`src/rtl/seq_hit_pkg.sv`:
```
// Shared definitions for the detection-event counter: FSM encoding, BCD digit
// width and active-high seven-segment glyphs ordered {g,f,e,d,c,b,a}.
package seq_hit_pkg;

  typedef enum logic {
    ST_IDLE   = 1'b0,
    ST_ACTIVE = 1'b1
  } state_t;

  localparam int BCD_W = 4;

  localparam logic [6:0] SEG_0     = 7'b0111111;
  localparam logic [6:0] SEG_1     = 7'b0000110;
  localparam logic [6:0] SEG_2     = 7'b1011011;
  localparam logic [6:0] SEG_3     = 7'b1001111;
  localparam logic [6:0] SEG_4     = 7'b1100110;
  localparam logic [6:0] SEG_5     = 7'b1101101;
  localparam logic [6:0] SEG_6     = 7'b1111101;
  localparam logic [6:0] SEG_7     = 7'b0000111;
  localparam logic [6:0] SEG_8     = 7'b1111111;
  localparam logic [6:0] SEG_9     = 7'b1101111;
  localparam logic [6:0] SEG_BLANK = 7'b0000000;

endpackage

```
`src/rtl/seq_hit_counter_bcd_to_7seg.sv`:
```
// Combinational BCD digit to seven-segment decoder; codes A-F blank the digit.
module bcd_to_7seg
  import seq_hit_pkg::*;
#(
  parameter bit SEG_ACTIVE_LOW = 1'b1
) (
  input  logic [BCD_W-1:0] digit,
  output logic [6:0]       seg
);

  logic [6:0] glyph_s;

  // Glyph lookup in active-high form, then polarity applied.
  always_comb begin
    glyph_s = SEG_BLANK;
    case (digit)
      4'd0:    glyph_s = SEG_0;
      4'd1:    glyph_s = SEG_1;
      4'd2:    glyph_s = SEG_2;
      4'd3:    glyph_s = SEG_3;
      4'd4:    glyph_s = SEG_4;
      4'd5:    glyph_s = SEG_5;
      4'd6:    glyph_s = SEG_6;
      4'd7:    glyph_s = SEG_7;
      4'd8:    glyph_s = SEG_8;
      4'd9:    glyph_s = SEG_9;
      default: glyph_s = SEG_BLANK;
    endcase
    if (SEG_ACTIVE_LOW) begin
      seg = ~glyph_s;
    end else begin
      seg = glyph_s;
    end
  end

endmodule

```
`src/rtl/seq_hit_counter.sv`:
```
// Counts 0->1 transitions of det as a two-digit BCD value with sticky wrap,
// tracks current/longest run length and drives two seven-segment digits.
module seq_hit_counter
  import seq_hit_pkg::*;
#(
  parameter int RUN_W          = 8,
  parameter bit SEG_ACTIVE_LOW = 1'b1
) (
  input  logic             clk,
  input  logic             reset,
  input  logic             det,
  input  logic             clr,
  output logic             hit_pulse,
  output logic [7:0]       hit_bcd,
  output logic             wrapped,
  output logic [RUN_W-1:0] run_len,
  output logic [RUN_W-1:0] max_run,
  output logic [6:0]       hex0,
  output logic [6:0]       hex1
);

  localparam logic [RUN_W-1:0] RUN_ONE = RUN_W'(1);
  localparam logic [RUN_W-1:0] RUN_MAX = {RUN_W{1'b1}};

  state_t           state_r;
  state_t           state_nxt_s;
  logic             event_s;
  logic             active_det_s;
  logic [7:0]       bcd_base_s;
  logic             wrapped_base_s;
  logic [RUN_W-1:0] run_base_s;
  logic [RUN_W-1:0] max_base_s;
  logic [7:0]       bcd_nxt_s;
  logic             wrapped_nxt_s;
  logic [RUN_W-1:0] run_nxt_s;
  logic [RUN_W-1:0] max_nxt_s;

  // Next-state logic; a detection event is det seen high while IDLE.
  always_comb begin
    state_nxt_s  = state_r;
    event_s      = 1'b0;
    active_det_s = 1'b0;
    case (state_r)
      ST_IDLE: begin
        if (det) begin
          state_nxt_s = ST_ACTIVE;
          event_s     = 1'b1;
        end else begin
          state_nxt_s = ST_IDLE;
        end
      end
      ST_ACTIVE: begin
        if (det) begin
          state_nxt_s  = ST_ACTIVE;
          active_det_s = 1'b1;
        end else begin
          state_nxt_s = ST_IDLE;
        end
      end
      default: state_nxt_s = ST_IDLE;
    endcase
  end

  // Statistics update; clr zeroes the base first so a same-edge event counts after it.
  always_comb begin
    bcd_base_s     = hit_bcd;
    wrapped_base_s = wrapped;
    run_base_s     = run_len;
    max_base_s     = max_run;
    if (clr) begin
      bcd_base_s     = 8'h00;
      wrapped_base_s = 1'b0;
      run_base_s     = {RUN_W{1'b0}};
      max_base_s     = {RUN_W{1'b0}};
    end else begin
      bcd_base_s     = hit_bcd;
    end

    bcd_nxt_s     = bcd_base_s;
    wrapped_nxt_s = wrapped_base_s;
    run_nxt_s     = run_base_s;
    max_nxt_s     = max_base_s;

    if (event_s) begin
      if (bcd_base_s[3:0] == 4'd9) begin
        bcd_nxt_s[3:0] = 4'd0;
        if (bcd_base_s[7:4] == 4'd9) begin
          bcd_nxt_s[7:4] = 4'd0;
          wrapped_nxt_s  = 1'b1;
        end else begin
          bcd_nxt_s[7:4] = bcd_base_s[7:4] + 4'd1;
        end
      end else begin
        bcd_nxt_s[3:0] = bcd_base_s[3:0] + 4'd1;
      end
      run_nxt_s = RUN_ONE;
    end else if (active_det_s && !clr) begin
      if (run_base_s == RUN_MAX) begin
        run_nxt_s = RUN_MAX;
      end else begin
        run_nxt_s = run_base_s + RUN_ONE;
      end
    end else begin
      run_nxt_s = run_base_s;
    end

    if (run_nxt_s > max_base_s) begin
      max_nxt_s = run_nxt_s;
    end else begin
      max_nxt_s = max_base_s;
    end
  end

  // State and registered outputs.
  always_ff @(posedge clk) begin
    if (reset) begin
      state_r   <= ST_IDLE;
      hit_pulse <= 1'b0;
      hit_bcd   <= 8'h00;
      wrapped   <= 1'b0;
      run_len   <= {RUN_W{1'b0}};
      max_run   <= {RUN_W{1'b0}};
    end else begin
      state_r   <= state_nxt_s;
      hit_pulse <= event_s;
      hit_bcd   <= bcd_nxt_s;
      wrapped   <= wrapped_nxt_s;
      run_len   <= run_nxt_s;
      max_run   <= max_nxt_s;
    end
  end

  bcd_to_7seg #(.SEG_ACTIVE_LOW(SEG_ACTIVE_LOW)) u_hex0 (
    .digit (hit_bcd[3:0]),
    .seg   (hex0)
  );

  bcd_to_7seg #(.SEG_ACTIVE_LOW(SEG_ACTIVE_LOW)) u_hex1 (
    .digit (hit_bcd[7:4]),
    .seg   (hex1)
  );

endmodule
```
`config.mk`:
```
export PLATFORM = sky130hd
export DESIGN_NAME = seq_hit_counter
export DESIGN_NICKNAME = d
export VERILOG_FILES = /design/src/rtl/seq_hit_pkg.sv /design/src/rtl/seq_hit_counter_bcd_to_7seg.sv /design/src/rtl/seq_hit_counter.sv
export SDC_FILE = /design/constraint.sdc
export NUM_CORES = 1
export LEC_CHECK = 0
export BUFFER_PORTS_ARGS = -buffer_cell sky130_fd_sc_hd__buf_2
export CAP_MARGIN = 25
export CORE_UTILIZATION = 55
export DETAILED_ROUTE_END_ITERATION = 10
export PLACE_DENSITY_LB_ADDON = 0.3
export SLEW_MARGIN = 15
export SYNTH_ARGS = -nofsm -noshare
export SYNTH_HDL_FRONTEND = slang
export SYNTH_SLANG_ARGS = --single-unit
```
`constraint.sdc`:
```
create_clock -name clk -period 6.3 [get_ports clk]
set_clock_uncertainty 0.15 [all_clocks]
set_input_delay 0.315 -clock clk [delete_from_list [all_inputs] [get_ports clk]]
set_output_delay 0.315 -clock clk [all_outputs]
set_load 0.01 [all_outputs]
```
### Word-level counts from Yosys, hierarchy flattened

Memories as Yosys holds them, arrays and structs flattened. A register that Yosys moved wholly into a read port is not among the register bits.
Index checks and enable logic that the tools add are counted.

| word-level totals | value |
|---|---|
| register bits after elaboration | 27 |
| output and inout port bits | 40 |
| bits in writable memories | 0 |
| bits in read-only memories | 224 |
| input bits | 4 |
| bits in latches | 0 |
| memories kept | 2 |

| operators by class | value |
|---|---|
| $lt $le $gt $ge | 1 |
| reduce and logical (&&, ||, !) cells | 2 |
| shift operators | 0 |
| mux-type cells | 20 |
| multipliers | 0 |
| $add $sub $neg | 3 |
| bitwise gates (word level) | 2 |
| equality and inequality tests | 3 |
| divide/modulo/power cells | 0 |

Memories:

| name | depth | bits a word | read ports | clocked after memory_dff | wr ports | RTL line | RTL |
|---|---|---|---|---|---|---|---|
| (no name shown) | 16 | 7 | 1 | 1 | 0 | seq_hit_counter_bcd_to_7seg.sv:16 | `case (digit)` |
| (no name shown) | 16 | 7 | 1 | 1 | 0 | seq_hit_counter_bcd_to_7seg.sv:16 |  |

Operators with widths:

| cell | count |
|---|---|
| 8-bit two-way mux | 8 |
| 4-bit two-way mux | 5 |
| 7-bit NOT | 2 |
| 4-bit by 1-bit adder with 4-bit output (second input constant) | 2 |
| 8-bit by 1-bit adder with 8-bit output (second input constant) | 1 |
| 4-bit equality test (second input constant) | 2 |
| 8-bit equality test (second input constant) | 1 |
| 8-bit greater-than comparator | 1 |
| 1-bit two-way mux | 7 |
| 1-bit logical AND | 1 |
| 1-bit zero test | 1 |

### Longest topological paths before layout

Gate-level depths: netlist (run 1).

| logic depth | value |
|---|---|
| depth after elaboration | 7 |
| gate-level depth with buffers | 13 |
| mapped depth without buffers | 11 |

### Hierarchy

A second synthesis (run 1) with hierarchy kept.

| unflattened totals | value |
|---|---|
| cells, all modules | 229 |
| area, all modules | 1975.6 um2 |

By module, submodules not included:

| module | area each (um2) | cells each | times used |
|---|---|---|---|
| seq_hit_counter | 1614.0 | 174 | 1 |
| bcd_to_7seg at u_hex0 | 190.2 | 28 | 1 |
| bcd_to_7seg at u_hex1 | 171.4 | 27 | 1 |

### Least setup slack after synthesis (run 1)

Ideal clock, no wire load.

| timing path | value |
|---|---|
| path type | reg-to-reg |
| from | register run_len[3] |
| to | register max_run[0] |
| buffers on the path | 0 |
| setup slack | 3.456 ns |
| arrival | 2.573 ns |
| library setup time | 0.121 ns |
| stages on the path, launching flop included | 11 |
| cells stage by stage | dfxtp_1 -> nand3_1 -> o31a_1 -> or3_1 -> nor2_1 -> ha_1 -> a21oi_1 -> nand2_1 -> a21o_1 -> o22ai_2 -> mux2_2 |

| on the way | value |
|---|---|
| word-level cells in the longest chain between the ends | 7 |
| elaborated cells between the ends (all ways) | 8 |
| those cells by class | add/sub: 1; order compare: 1; eq/ne: 1; mux: 5 |

RTL lines:

| element | RTL line | RTL |
|---|---|---|
| start: declaration | seq_hit_counter.sv:16 | `output logic [RUN_W-1:0] run_len,` |
| start signal: assignment | seq_hit_counter.sv:121 | `run_len <= {RUN_W{1'b0}};` |
| start signal: assignment | seq_hit_counter.sv:128 | `run_len <= run_nxt_s;` |
| 8-bit two-way mux (*) | seq_hit_counter.sv:70 | `if (clr) begin` |
| 8-bit by 1-bit adder with 8-bit output / 8-bit equality test (equally long branches) | seq_hit_counter.sv:101, seq_hit_counter.sv:98 |  |
| 8-bit two-way mux (*) | seq_hit_counter.sv:98 | `if (run_base_s == RUN_MAX) begin` |
| 8-bit two-way mux (*) | seq_hit_counter.sv:97 | `end else if (active_det_s && !clr) begin` |
| 8-bit two-way mux (*) | seq_hit_counter.sv:84 | `if (event_s) begin` |
| named net run_nxt_s[6] | seq_hit_counter.sv:35 | `logic [RUN_W-1:0] run_nxt_s;` |
| 8-bit greater-than comparator (*) | seq_hit_counter.sv:107 | `if (run_nxt_s > max_base_s) begin` |
| 8-bit two-way mux (*) | seq_hit_counter.sv:107 |  |
| end signal: assignment | seq_hit_counter.sv:122 | `max_run <= {RUN_W{1'b0}};` |
| end signal: assignment | seq_hit_counter.sv:129 | `max_run <= max_nxt_s;` |
| end: declaration | seq_hit_counter.sv:17 | `output logic [RUN_W-1:0] max_run,` |

Mark *: on every way through the listed nets, which the timed path passes. The rest lies on a longest branch.
A chain may end at the register's enable or synchronous reset.

### Worst setup path after layout (run 1)

| timing path | value |
|---|---|
| from | register run_len[3] |
| to | register max_run[2] |

The elaborated chain is that of the path after synthesis.

==> impl_metrics.json, run 1 <==
{
  "yosysUniqueCellTypes": 57,
  "numPortBuffers": 43,
  "rsz0062_at_grt": "no",
  "nets": 360,
  "fill_cells": 417,
  "grt_usage_pct": 22.9,
  "drt-initial-drc-count": 181,
  "ys_top_cells_by_area": "dfxtp_1 (33%), ha_1 (10%), nor2_1 (4.9%)",
  "cts_resized": 0,
  "whs_ns": 0.227,
  "finalHoldViolations": 0,
  "slew_viol_final": 0,
  "slowest_delay_ns": 0.41,
  "clk_path_buf_depth": 2,
  "dpl_cell_area_um2": 2680,
  "cellPowerDensity_nw_per_um2": 174,
  "max-vdd-ir-drop_mv": 0.107,
  "via_per_inst": 5.60,
  "synth_edf_count": 0,
  "io_pins": 44,
  "path_cells": "nand3_1, o31a_1, or3_1, nor2_1, ha_1, a21oi_1, nand2_1, a21o_1, o22ai_2, mux2_2",
  "num_vias": 2177,
  "synthCells": 301,
  "grt_pass1_wl_mm": 8.95,
  "ant_nets": 0,
  "clk_latency_ns": 0.29,
  "grt_pass1_vias": 2021,
  "power.leakage_uw": 0.00137,
  "end_kind": "flip-flop",
  "syn_nets": 325,
  "cp_top_family": "compound AO/OA/AOI/OAI gates",
  "place_congestion": 0.861,
  "cp_data_required_time_ns": 6.33,
  "synth_top_area_share_pct": 33.2,
  "drive_above_1_share_pct": 20.5,
  "num_rows": 24,
  "max_cap_violations": 0,
  "die_w_um": 69.0,
  "ys_warn_count": 0,
  "grt_overflow": 0,
  "antenna_found_initial": 0,
  "ys_seq_area_share_pct": 33.2,
  "grt_start_max_net_pins": 27,
  "status": "complete, no violations",
  "path_clk_slew_ns": 0.08,
  "final.min_clock_period_ns": 3.04,
  "yosysTopAreaCell": "dfxtp_1",
  "pre_cts_ws_ns": 3.23,
  "tritoncts": "built",
  "critPathLaunchType": "flip-flop",
  "syn_area_um2": 2470,
  "hold_buffers": 0,
  "ys_ff_latch": 41,
  "n_antenna_cell": 0,
  "cts.sinks": 41,
  "cp_max_fo": 8,
  "hpwl_mm": 3.85,
  "hold_class": "input port to flip-flop",
  "setup_viol": 0,
  "wl_mm": 5.27,
  "crit_buf_inv": 0,
  "cts_setup_buffers": 0,
  "dieArea_um2": 4770,
  "yosysMostFrequentCell": "dfxtp_1",
  "design_area_um2": 2760,
  "critPathSlowestCell": "dfxtp_1",
  "worstMarginPinSlew_ns": 0.497,
  "critical_path_arrival_ns": 3.07,
  "die_h_um": 69.0,
  "drc": 0,
  "tns_ns": 0,
  "ys_async_sr_fraction_pct": 0,
  "syn_area_per_cell_um2": 8.21,
  "crit_type": "flip-flop to flip-flop",
  "ctsHtreeMaxLevel": 2,
  "synthTopCellsByCount": "dfxtp_1 (41), nor2_1 (32), inv_1 (31), nand2_1 (25), ha_1 (20)",
  "slew-limit-headroom_pct": 66.8,
  "finalCritPeriodShare_pct": 48.2,
  "cts_root_buf": "clkbuf_8",
  "synth_ff_type": "dfxtp_1",
  "drtPass1Iterations": 4,
  "cts_inserted_buffers": 5,
  "setup_slack_ns": 3.26,
  "max_freq_ghz": 0.329,
  "start_util_pct": 57.1,
  "fp.coreArea_um2": 4320,
  "area_delta_synth_final_pct": 11.8,
  "routedWlPerCell_um": 13.5
}
power breakdown:
part | internal, µW | total, µW | leakage [µW] | switching (µW)
Sequential | 264 | 267 | 0.000333 | 3.63
Clock | 76.9 | 168 | 0.0000450 | 91.4
Combinational | 18.0 | 45.9 | 0.000988 | 27.9
path summary, 6_finish.rpt:
path	to	cells after the start	slack, ns	from
max	max_run[2]	10	3.26	run_len[3]
min	state_r	2	0.23	det
max reg2reg	max_run[2]	10	3.26	run_len[3]
min reg2reg	wrapped	2	0.32	wrapped
layout make-up:
cell class / instances / area [µm²] / area share, %
tap: 52 / 65.1 / 2.35
inverter: 31 / 116 / 4.21
clock inverter: 2 / 10.0 / 0.362
multi-input combinational: 214 / 1460 / 53.0
timing repair buffer: 43 / 215 / 7.79
clock buffer: 6 / 72.6 / 2.63
sequential: 41 / 821 / 29.7
through the flow:
step	total power (µW)	util [%]	std cells
global route	501	63.9	389
detailed placement	319	62.0	381
floorplan	307	-	301
global placement	318	62.0	381
finish	482	63.9	389
CTS	487	63.9	389
flip-flops by register name, indices dropped and copies added, names as in the netlist:
signal and flops:
hit_bcd 8, hit_pulse 1, max_run 8, run_len 8
state_r 1, u_hex0.glyph_s 7, u_hex1.glyph_s 7, wrapped 1
placed cells by master (no fill, tap or decap), types with 2 or more instances in the layout:
master / instances
nor3b_1: 2
o211ai_1: 2
mux2i_1: 7
buf_2: 43
ha_1: 20
o21ai_0: 12
a21oi_1: 13
nor2b_1: 10
inv_1: 31
and2_1: 2
xnor2_1: 5
nor3_1: 10
nor2_1: 32
o22ai_1: 2
mux2_2: 10
and3_1: 2
a21o_1: 2
or2_2: 2
a31oi_1: 5
dfxtp_1: 41
a211oi_1: 4
nand2b_1: 2
clkinv_2: 2
nand2_1: 25
or3_1: 3
nand4_1: 2
nand3_1: 8
nor4_1: 3
and4_1: 3
clkbuf_8: 5
o311ai_0: 2
kinds of logic (layout without fill, tap and decap cells):
group / after synthesis / after routing / share of synthesized area, %
multiplexers: 17 / 17 / 7.39
XOR/XNOR: 6 / 6 / 2.43
AO/OA/AOI/OAI: 56 / 56 / 15.0
buffers and inverters: 46 / 82 / 7.54
flip-flops: 41 / 41 / 33.2
adder cells (fa/ha/maj): 20 / 20 / 10.1
AND/OR/NAND/NOR: 115 / 115 / 24.3
layer usage:
layer	share of wire, %	track usage (%)
met3	6.2	5.56
met5	0	0
met4	1.0	8.16
met2	48	39.5
met1	45	27.5
Power figures use the tool's default switching activity.
==> run 2: changes to the inputs <==
Settings changed: ABC_AREA set to 1.
Clock period 6.3 ns to 2.8 ns, I/O delays scaled along.
==> impl_metrics.json, run 2 <==
{
  "finalHoldViolations": 0,
  "synthTopCellsByCount": "nand2_1 (104), inv_1 (48), dfxtp_1 (41), nor2_1 (33), ha_1 (20)",
  "n_antenna_cell": 0,
  "yosysUniqueCellTypes": 33,
  "io_pins": 44,
  "cp_max_fo": 16,
  "syn_area_per_cell_um2": 7.11,
  "syn_nets": 375,
  "synth_edf_count": 0,
  "wl_mm": 5.32,
  "fp.coreArea_um2": 4350,
  "cts_root_buf": "clkbuf_8",
  "ctsHtreeMaxLevel": 2,
  "ys_top_cells_by_area": "dfxtp_1 (33%), nand2_1 (16%), ha_1 (10%)",
  "grt_pass1_wl_mm": 9.00,
  "ys_warn_count": 0,
  "ys_ff_latch": 41,
  "start_util_pct": 57.3,
  "met3_usage_pct": 5.23,
  "final.min_clock_period_ns": 2.51,
  "r2r_start": "run_len[1]",
  "layout_common_cells": "nand2_1 (103), inv_1 (48), buf_2 (43), dfxtp_1 (41), nor2_1 (33)",
  "rsz0062_at_grt": "no",
  "die_h_um": 69.4,
  "status": "complete, no violations",
  "synth_ff_type": "dfxtp_1",
  "dieArea_um2": 4810,
  "fill_cells": 377,
  "crit_top_cell": "nand2_1",
  "critical_path_arrival_ns": 2.56,
  "num_rows": 24,
  "grt_usage_pct": 23.3,
  "ys_async_sr_fraction_pct": 0,
  "end_kind": "flip-flop",
  "slew-limit-headroom_pct": 73.0,
  "path_cells": "inv_1, nor2_1, nand2_1, nor2_4, nand2_1, nand2_1, nand2_1, nand2_1, inv_1, ha_1, nand2_1, o21ai_0, nand2_1, nand2_1, nand2_4, nor2_1, nor2_1",
  "numPortBuffers": 43,
  "finalCritPeriodShare_pct": 89.7,
  "yosysMostFrequentCell": "nand2_1",
  "drtPass1Iterations": 4,
  "grt_pass1_vias": 2013,
  "path_clk_slew_ns": 0.08,
  "hpwl_mm": 3.88,
  "setup_viol": 0,
  "power.leakage_uw": 0.00163,
  "place_congestion": 0.827,
  "slowest_delay_ns": 0.35,
  "max-vdd-ir-drop_mv": 0.289,
  "multi_input_area_um2": 1430,
  "cts_inserted_buffers": 5,
  "tritoncts": "built",
  "drt-initial-drc-count": 131,
  "top_regs": "hit_bcd: 8 flops, max_run: 8 flops, run_len: 8 flops",
  "tns_ns": 0,
  "ant_nets": 0,
  "p_total_uw": 1630,
  "r2r_end": "max_run[2]",
  "max_cap_violations": 0,
  "worstMarginPinSlew_ns": 0.405,
  "area_delta_synth_final_pct": 15.6,
  "ys_seq_area_share_pct": 32.9,
  "grt_util_met1_pct": 29.3,
  "drc": 0,
  "layout_commonest_cell": "nand2_1",
  "die_w_um": 69.4,
  "yosysTopAreaCell": "dfxtp_1",
  "clk_latency_ns": 0.30,
  "ff_latch_area_um2": 821,
  "nets": 422,
  "clk_path_buf_depth": 2,
  "grt_start_max_net_pins": 24,
  "cp_data_required_time_ns": 2.85,
  "synthCells": 351,
  "crit_type": "flip-flop to flip-flop",
  "startpoint": "run_len[1]",
  "cellPowerDensity_nw_per_um2": 566,
  "routedWlPerCell_um": 11.8,
  "critPathSlowestCell": "dfxtp_1",
  "via_per_inst": 5.02,
  "slew_viol_final": 0,
  "grt_overflow": 0,
  "grt-busiest-layer": "met2",
  "num_vias": 2263,
  "cts.sinks": 41,
  "r2r_cells": 17,
  "max_freq_ghz": 0.398,
  "antenna_found_initial": 0,
  "regToRegSetupSlack_ns": 0.29,
  "met2_usage_pct": 38.4,
  "critPathCapture": "max_run[2]",
  "syn_area_um2": 2500,
  "drive_above_1_share_pct": 24.3,
  "synth_top_area_share_pct": 32.9,
  "hold_class": "input port to flip-flop",
  "critPathLaunchType": "flip-flop",
  "cts_setup_buffers": 0
}
-- run 2: cell types whose count changed after synthesis, sizes merged, moves of 4 or more --
| cell | change |
|---|---|
| nand2 | +90 |
| inv | +22 |
| nand3 | +17 |
| nor2 | +13 |
| mux2 | -10 |
| nor2b | -10 |
| clkbuf | -8 |
| mux2i | -7 |
| nor3 | -7 |
| xnor2 | -6 |
| a31oi | -5 |
| a211oi | -4 |
-- run 2: worst min-delay path by stage --
stage | endpoint | slack, ns | cells after the start | start
final | run_len[4] | 0.03 | 2 | reset
after global routing | run_len[4] | 0.04 | 2 | reset
after CTS | run_len[4] | 0.02 | 2 | reset
after detailed placement | state_r | 0.28 | 3 | det
after global placement | state_r | 0.26 | 3 | det
after floorplan | state_r | 0.11 | 2 | det
-- run 2: per-layer routing --
layer	wire (µm)	up-vias	part of all wire [%]
met3	233	14	4.4
met5	0	-	0
met2	2520	68	47
met1	2430	1002	46
met4	133	0	2.5
li1	-	1179	-
-- run 2: worst max-delay path, delay by kind of cell, from the launching register on --
family,cells,cell delay [ns]
AOI/OAI and AO/OA,1,0.19
DFF,1,0.35
buffers and inverters,2,0.10
and+or+nand+nor,13,1.33
adders and majority gates,1,0.31
-- run 2: cell families (layout without fill, tap and decap cells) --
family	count (synthesis)	in the layout	share of synthesized area, %
flops	41	41	32.9
fa+ha+maj	20	20	10.0
compound gates	26	26	5.87
simple gates	204	204	40.9
buf+inv	60	108	10.3
-- run 2: area by class of cell --
type / instances / share of cell area, %
Clock buffer: 6 / 2.86
Clock inverter: 2 / 1.30
Inverter: 53 / 7.16
Multi-Input combinational cell: 250 / 49.4
Sequential cell: 41 / 28.4
Tap cell: 52 / 2.25
Timing Repair Buffer: 47 / 8.59
-- run 2: per-stage QoR --
stage | utilization [%] | hold slack [ns] | setup slack, ns | instance area (µm²) | instances
after floorplan | - | 0.111 | 0.287 | 2500 | 351
after global placement | 63.1 | 0.256 | 0.201 | 2750 | 442
after detailed placement | 63.1 | 0.276 | 0.172 | 2750 | 442
after CTS | 66.1 | 0.0230 | 0.0716 | 2880 | 451
after global routing | 66.3 | 0.0408 | 0.0217 | 2890 | 451
final | 66.3 | 0.0340 | 0.289 | 2890 | 451
-- run 2: timing repair --
item	CTS	global route
endpoints found under the setup margin	0	8
resized for setup	0	2
hold buffers	1	0
hold endpoints to repair	1	0
-- run 2: power by group --
part | switching [µW] | leakage (µW) | internal, µW
Clock | 214 | 0.0000574 | 290
Combinational | 301 | 0.00124 | 165
Sequential | 25.0 | 0.000334 | 639
